### src/rtl/mac_arb_pkg.sv
// rtl/mac_arb_pkg.sv - shared state encoding and default parameters for mac_arbiter
package mac_arb_pkg;

  localparam int NUM_REQ_DEF        = 4;
  localparam int DATA_WIDTH_DEF     = 32;
  localparam int ADDR_LINES_DEF     = 5;
  localparam int TIMEOUT_CYCLES_DEF = 1024;

  typedef logic [1:0] state_t;

  localparam state_t IDLE  = 2'd0;
  localparam state_t GRANT = 2'd1;
  localparam state_t WAIT  = 2'd2;
  localparam state_t RESP  = 2'd3;

endpackage

### src/rtl/rr_picker.sv
// rtl/rr_picker.sv - combinational round-robin winner selection starting at ptr
module rr_picker
  import mac_arb_pkg::*;
#(
  parameter int NUM_REQ = NUM_REQ_DEF,
  parameter int IDX_W   = (NUM_REQ > 1) ? $clog2(NUM_REQ) : 1
) (
  input  logic [NUM_REQ-1:0] req,
  input  logic [IDX_W-1:0]   ptr,
  output logic [NUM_REQ-1:0] winner,
  output logic [IDX_W-1:0]   index
);

  // Scan offsets from farthest to nearest so the requester closest to ptr overwrites the rest.
  always_comb begin
    winner = '0;
    index  = '0;
    for (int i = NUM_REQ - 1; i >= 0; i--) begin
      for (int k = 0; k < NUM_REQ; k++) begin
        if (req[k] && (k == (int'(ptr) + i) % NUM_REQ)) begin
          winner    = '0;
          winner[k] = 1'b1;
          index     = IDX_W'(k);
        end
      end
    end
  end

endmodule

### src/rtl/mac_arbiter.sv
// rtl/mac_arbiter.sv - round-robin arbiter sharing one mac between requesters, with watchdog abort
module mac_arbiter
  import mac_arb_pkg::*;
#(
  parameter int NUM_REQ        = NUM_REQ_DEF,
  parameter int DATA_WIDTH     = DATA_WIDTH_DEF,
  parameter int ADDR_LINES     = ADDR_LINES_DEF,
  parameter int TIMEOUT_CYCLES = TIMEOUT_CYCLES_DEF
) (
  input  logic                          clk_i,
  input  logic                          rstn_i,
  input  logic [NUM_REQ-1:0]            req_i,
  input  logic [NUM_REQ*ADDR_LINES-1:0] req_terms_i,
  output logic [NUM_REQ-1:0]            gnt_o,
  output logic                          mac_start_o,
  output logic [ADDR_LINES-1:0]         mac_terms_o,
  output logic                          mac_flush_o,
  input  logic                          mac_done_i,
  input  logic [DATA_WIDTH-1:0]         mac_result_i,
  output logic [NUM_REQ-1:0]            rsp_valid_o,
  output logic [DATA_WIDTH-1:0]         rsp_data_o,
  output logic                          rsp_err_o,
  output logic                          busy_o
);

  localparam int IDX_W = (NUM_REQ > 1) ? $clog2(NUM_REQ) : 1;
  localparam int WD_W  = $clog2(TIMEOUT_CYCLES) + 1;

  state_t             state;
  logic [IDX_W-1:0]   rr_ptr;
  logic [IDX_W-1:0]   owner;
  logic [WD_W-1:0]    watchdog;
  logic [NUM_REQ-1:0] pick_oh;
  logic [IDX_W-1:0]   pick_idx;

  rr_picker #(
    .NUM_REQ(NUM_REQ),
    .IDX_W  (IDX_W)
  ) u_picker (
    .req   (req_i),
    .ptr   (rr_ptr),
    .winner(pick_oh),
    .index (pick_idx)
  );

  always_ff @(posedge clk_i) begin
    if (!rstn_i) begin
      state       <= IDLE;
      rr_ptr      <= '0;
      owner       <= '0;
      watchdog    <= '0;
      gnt_o       <= '0;
      mac_start_o <= 1'b0;
      mac_terms_o <= '0;
      mac_flush_o <= 1'b0;
      rsp_valid_o <= '0;
      rsp_data_o  <= '0;
      rsp_err_o   <= 1'b0;
      busy_o      <= 1'b0;
    end else begin
      mac_start_o <= 1'b0;
      mac_flush_o <= 1'b0;
      rsp_valid_o <= '0;
      case (state)
        IDLE: begin
          if (|req_i) begin
            owner       <= pick_idx;
            gnt_o       <= pick_oh;
            mac_terms_o <= req_terms_i[int'(pick_idx)*ADDR_LINES +: ADDR_LINES];
            busy_o      <= 1'b1;
            state       <= GRANT;
          end
        end
        GRANT: begin
          mac_start_o <= 1'b1;
          watchdog    <= '0;
          state       <= WAIT;
        end
        WAIT: begin
          watchdog <= watchdog + 1'b1;
          // A completion on the final watchdog cycle still counts as a good result.
          if (mac_done_i) begin
            rsp_data_o <= mac_result_i;
            rsp_err_o  <= 1'b0;
            state      <= RESP;
          end else if (watchdog == WD_W'(TIMEOUT_CYCLES - 1)) begin
            mac_flush_o <= 1'b1;
            rsp_data_o  <= '0;
            rsp_err_o   <= 1'b1;
            state       <= RESP;
          end
        end
        RESP: begin
          rsp_valid_o <= gnt_o;
          rr_ptr      <= (owner == IDX_W'(NUM_REQ - 1)) ? '0 : owner + 1'b1;
          gnt_o       <= '0;
          busy_o      <= 1'b0;
          state       <= IDLE;
        end
        default: begin
          gnt_o  <= '0;
          busy_o <= 1'b0;
          state  <= IDLE;
        end
      endcase
    end
  end

endmodule

### config.mk
export PLATFORM = sky130hd
export DESIGN_NAME = mac_arbiter
export DESIGN_NICKNAME = d
export VERILOG_FILES = /design/src/rtl/mac_arb_pkg.sv /design/src/rtl/rr_picker.sv /design/src/rtl/mac_arbiter.sv
export SDC_FILE = /design/constraint.sdc
export NUM_CORES = 1
export LEC_CHECK = 0
export ABC_AREA = 0
export CORE_MARGIN = 10
export CORE_UTILIZATION = 46
export CTS_CLUSTER_DIAMETER = 30
export CTS_CLUSTER_SIZE = 40
export DETAILED_ROUTE_END_ITERATION = 8
export PLACE_DENSITY = 0.84
export SETUP_SLACK_MARGIN = 0.4
export SYNTH_ARGS = -nofsm -noshare
export SYNTH_HDL_FRONTEND = slang
export SYNTH_SLANG_ARGS = --single-unit
export TNS_END_PERCENT = 100
### constraint.sdc
create_clock -name clk_i -period 4.45 [get_ports clk_i]
set_clock_uncertainty 0.2 [all_clocks]
set_input_delay 1.335 -clock clk_i [delete_from_list [all_inputs] [get_ports clk_i]]
set_output_delay 1.335 -clock clk_i [all_outputs]
set_load 0.03 [all_outputs]
* Yosys cells after proc, flatten, opt, wreduce, memory -nomap -nowiden
Index checks and enable logic that the tools add are counted.
Word-level totals: input port bits 59, flip-flop bits (word level) 66, output and inout port bits 49, word-level logic and storage cells 124
Operators by class: shift operators 1, equal/unequal tests 19, bitwise operators 5, $add $sub $neg 5, reductions and logical operators 34, multiplexer cells 47, multiply operators 1
Operators with widths (number):
- zero test 32 bit | 4
- two-way mux 32 bit | 2
- two-way mux 4 bit | 14
- two-way mux 2 bit | 19
- one-hot mux 11 bit (2 select lines) | 1
- indexed part select 20 x 6 -> 5 bit | 1
- equality test 3 bit (first input constant) | 6
- logical AND 1 bit | 16
- adder 11 x 1 -> 11 bit (second input constant) | 1
- equality test 11 x 10 -> 1 bit (second input constant) | 1
- AND reduction 2 bit | 5
- equality test 2 x 3 -> 1 bit (first input constant) | 3
- one-hot mux 2 bit (4 select lines) | 1
- one-hot mux 4 bit (2 select lines) | 1
- two-way mux 1 bit | 7
- equality test 2 bit (second input constant) | 3
- nonzero test 2 bit | 3
- OR reduction 2 bit | 3
- multiplier 2 x 3 -> 5 bit (second input constant) | 1
- adder 2 x 1 -> 2 bit (second input constant) | 2
- adder 2 bit (second input constant) | 2
- equality test 2 bit (first input constant) | 2
- OR reduction 4 bit | 1
- AND 1 bit (first input constant) | 3
- other kinds (9) | 10

* Logic depth before layout (Yosys ltp)
word-level depth 23, mapped depth 7, depth with buffers taken out 7

* Hierarchy
Synthesis repeated with hierarchy kept, for this count alone.
Unflattened totals: cell total of the unflattened synthesis 323, area, all modules 3031.7 µm²
Modules (own cells, without submodules):
- mac_arbiter | cells each 293, times used 1, area each 2844.0 µm², sequential area each 1321.3 µm²
- rr_picker | cells each 30, times used 1, area each 187.7 µm², sequential area each 0.0 µm²

* Worst setup path after synthesis
OpenSTA, ideal clock, no wires.
path type input-to-reg, start input req_i[1], end register mac_terms_o[3], data required time 4.164 ns, path buffers 2, cell stages on the path 7, library setup time 0.086 ns, path slack 1.573 ns, arrival time 2.590 ns, path through buf_6 or3b_1 o221ai_2 buf_6 nor2_2 or3_1 a221oi_2
On the way: longest elaborated chain between the ends 18, elaborated cells between the ends (all ways) 23, those cells by class 1 x mul; 1 x shift; 15 x mux; 6 x reduce/logical
Ends and longest elaborated chain:
- start, declared | line mac_arbiter.sv:12 | input logic [NUM_REQ-1:0] req_i,
- logical AND 1 bit | line rr_picker.sv:20 | if (req[k] && (k == (int'(ptr) + i) % NUM_REQ)) begin
- two-way mux 1 bit | line rr_picker.sv:20
- two-way mux 2 bit (14 in series) | line rr_picker.sv:20
- multiplier 2 x 3 -> 5 bit | line mac_arbiter.sv:69 | mac_terms_o <= req_terms_i[int'(pick_idx)*ADDR_LINES +: ADDR_LINES];
- indexed part select 20 x 6 -> 5 bit | line mac_arbiter.sv:69
- end signal, assigned | line mac_arbiter.sv:69
- end, declared | line mac_arbiter.sv:16 | output logic [ADDR_LINES-1:0] mac_terms_o,
Parallel ways exist; a longest one is shown, timed or not. A chain may end at the register's enable or synchronous reset.

* Final worst setup path
start input req_i[0], end register mac_terms_o[1]
On the way: longest elaborated chain between the ends 15, elaborated cells between the ends (all ways) 19, those cells by class 1 x mul; 1 x shift; 12 x mux; 5 x reduce/logical
Ends and longest elaborated chain (line):
- logical AND 1 bit | rr_picker.sv:20
- two-way mux 2 bit (12 in series) | rr_picker.sv:20
- multiplier 2 x 3 -> 5 bit | mac_arbiter.sv:69
- indexed part select 20 x 6 -> 5 bit | mac_arbiter.sv:69
Parallel ways exist; a longest one is shown, timed or not.

==> summary.txt <==
Clocking
  – CTS max path bufs: 2
  – CTS Root Cell: clkbuf_8
  – CTS Buf Count: 9
  – Skew-Pair Late Insertion Delay: 340 ps
  – Setup Buffers After CTS: 0
  – CTS tree: built
  – Clock transition at path regs: 70 ps
  – Clock sinks: 66
  – Hold Buf Count CTS: 0
  – CTS H-tree depth: 3
  – Resized cells post-CTS: 0

Layout
  – Fin util: 71.34%
  – Share of post-route cells with drive strength above 1: 6.283%
  – Area Overhead vs Synth: 47.88%
  – Ant. Diodes: 0
  – Layout net count: 443

STA
  – Least-Margin Pin Slew: 794.9 ps
  – Final Hold Fails: 0
  – Setup violations, final: 0
  – Fmax achieved: 294.3 MHz
  – Worst rel slew slack: 47.01%
  – Final Max Slew Viols: 0
  – Setup TNS: 0 ps
  – Period minus WS final: 3398 ps
  – Period utilization: 76.36%
  – RSZ-0062 raised after global routing: false

Logic synthesis
  – Most numerous cell in the Yosys netlist: dfxtp_1
  – Yosys synthesis warning count: 0
  – Synth cell types: 44
  – Syn Std Cell Area: 2689 um2
  – Post-Synthesis Cells: 274
  – Synth cell count leaders: dfxtp_1 (66), a22o_1 (32), nor2_1 (26)
  – Synthesized Nets: 340
  – Ys flop type: dfxtp_1
  – Yosys top cell area share: 49.14%
  – Mean Syn Cell Area: 9.813 um2
  – Post-synthesis sequential area ratio: 49.14%
  – Top cells by area, synth: dfxtp_1 (49%), a22o_1 (10%), mux2i_1 (4.5%)
  – Number of synthesized flops with an enable pin: 0
  – Synth area leader: dfxtp_1
  – Ys async rst share: 0%
  – Number of synthesized register bits: 66

Global routing
  – Number of antenna violations at the first check in global routing: 0
  – Met1 Usage GRT: 19.50%
  – Met2 Usage GRT: 30.23%
  – First-pass GRT wire length: 12.54 mm
  – Pin count of the biggest net entering global routing: 33
  – Total grt overflow: 0
  – Gr busiest metal: met2
  – Grt met3 use: 5.551%
  – Number of global-route vias before repair: 2,484
  – GRT Util Overall: 17.33%

Worst setup path
  – Number of buffer and inverter stages on the critical path: 1
  – Critical path depth: 6
  – CP Launch Type: primary input
  – CP Max Fanout: 11
  – CP Capture Type: flip-flop
  – CP max-delay cell: clkdlybuf4s50_1
  – FF-to-FF Start: rr_ptr[1]$_SDFFE_PN0P_
  – Crit path launch: req_i[0]
  – Arrival time at the worst endpoint: 3450 ps
  – Kind of critical path: in2reg
  – Worst R2R Path Depth: 5
  – Family with the most delay on the worst path: compound AO/OA/AOI/OAI gates
  – Worst EP required: 4500 ps
  – Worst path max stage delay: 680 ps
  – Crit-path cells: clkdlybuf4s50_1 -> mux2i_1 -> o221ai_2 -> nor2_1 -> or3_1 -> a221oi_1

Hold path
  – Min-delay src: rsp_data_o[18]$_SDFFE_PN0P_
  – Worst Hold Depth: 1
  – Tightest Hold Check Type: reg2reg

Pwr
  – Psw: 0.6427 mW
  – Clock share of power: 25.7%
  – Static leakage: 1.556 nW
  – Seq pwr share: 39.8%
  – P_int: 1.189 mW
  – PD cells: 460.6 nW/um2
  – Sw Share: 35.09%
  – Worst vdd ir: 0.0003377 V
  – Combinational share of power: 34.4%

Drt
  – Detailed router's first-iteration violation count: 108
  – Initial DRT Pass Iterations: 4
  – Vias/cell: 5.456
  – DR vias: 2,477
  – Avg WL per Cell: 17.85 um
  – Routed wire length: 8.103 mm
  – Drt drc: 0
  – Antenna-violating nets left: 0

Floorplanning
  – Core area: 5574 um2
  – Starting Density: 48.24%
  – Die area: 9304 um2
  – Chip Height: 96.46 um
  – Io pins: 108
  – Die X: 96.46 um
  – # rows: 27

Flow run
  – Max-cap violation count: 0

Status
  – Status: finished, final reports clean

Place
  – Post-DP HPWL: 6.143 mm
  – Placer Congestion: 0.8484
  – Port Buffers: 107
layout make-up:
cell class / count / area (um2)
Fill cell: 406 / 1598
Multi-Input combinational cell: 182 / 1251
Sequential cell: 66 / 1321
Inverter: 8 / 30.03
Clock buffer: 12 / 165.2
Tap cell: 72 / 90.09
Timing Repair Buffer: 110 / 1094
Clock inverter: 4 / 25.02
layer usage:
layer | up-vias | share of wire [%]
li1 | 1208 | -
met1 | 1185 | 40
met2 | 76 | 52
met3 | 8 | 6.1
met4 | 0 | 1.6
met5 | - | 0
cells by family (layout without fill, tap and decap cells):
kind of cell / Yosys count / in the layout / synth area share [%]
mux: 12 / 12 / 4.467
fa+ha+maj: 7 / 7 / 3.257
buf+inv: 26 / 134 / 4.560
flops: 66 / 66 / 49.14
xor+xnor: 7 / 7 / 2.280
simple gates: 72 / 72 / 13.26
compound gates: 84 / 84 / 23.03
power groups by stage:
stage	clock network, mW	registers, mW	logic [mW]
after CTS	0.480	0.728	0.636
after floorplan	0	0.856	0.263
after detailed placement	0	0.740	0.631
after global routing	0.507	0.738	0.680
after global placement	0	0.738	0.615
final	0.471	0.730	0.631
metrics by stage:
stage / setup slack [ps] / power, mW / instances / hold WS, ps / area, um2
2_1_floorplan: 1573 / 1.119 / 274 / 256.3 / 2689
3_3_place_gp: 794.7 / 1.352 / 438 / 260.8 / 3786
3_5_place_dp: 695.7 / 1.371 / 438 / 262.6 / 3786
4_1_cts: 1065 / 1.845 / 454 / 284.0 / 3976
5_1_grt: 935.9 / 1.925 / 454 / 296.1 / 3976
6_report: 1052 / 1.831 / 454 / 282.1 / 3976
worst register-to-register path, stage by stage, from the launching register on:
cell	delay [ps]
dfxtp_1	550
mux2i_1	160
o221ai_2	660
nor2_1	60
or3_1	330
a221oi_1	230
worst paths after layout:
check | endpoint | slack, ps
worst min register to register | rsp_data_o[18]$_SDFFE_PN0P_ | 280
worst min-delay path | rsp_data_o[18]$_SDFFE_PN0P_ | 280
worst max-delay path | mac_terms_o[1]$_SDFFE_PN0P_ | 1050
worst max register to register | mac_terms_o[1]$_SDFFE_PN0P_ | 2180
flip-flops by register name (all words and copies together), names as in the netlist:
name and cells:
state 2, busy_o 1, rr_ptr 2, rsp_valid_o 4
watchdog 11, rsp_err_o 1, mac_flush_o 1, gnt_o 4
mac_start_o 1, rsp_data_o 32, owner 2, mac_terms_o 5
placed cells by master (no fill, tap or decap), drive strengths merged, types with 8 or more instances in the layout:
cell           count
nor2              27
inv                8
dfxtp             66
a21oi             18
clkdlybuf4s50    107
o21ai              9
a22o              32
nand2             12
clkbuf            12
mux2i             12
Note: power is estimated with default switching activity, not from simulation.
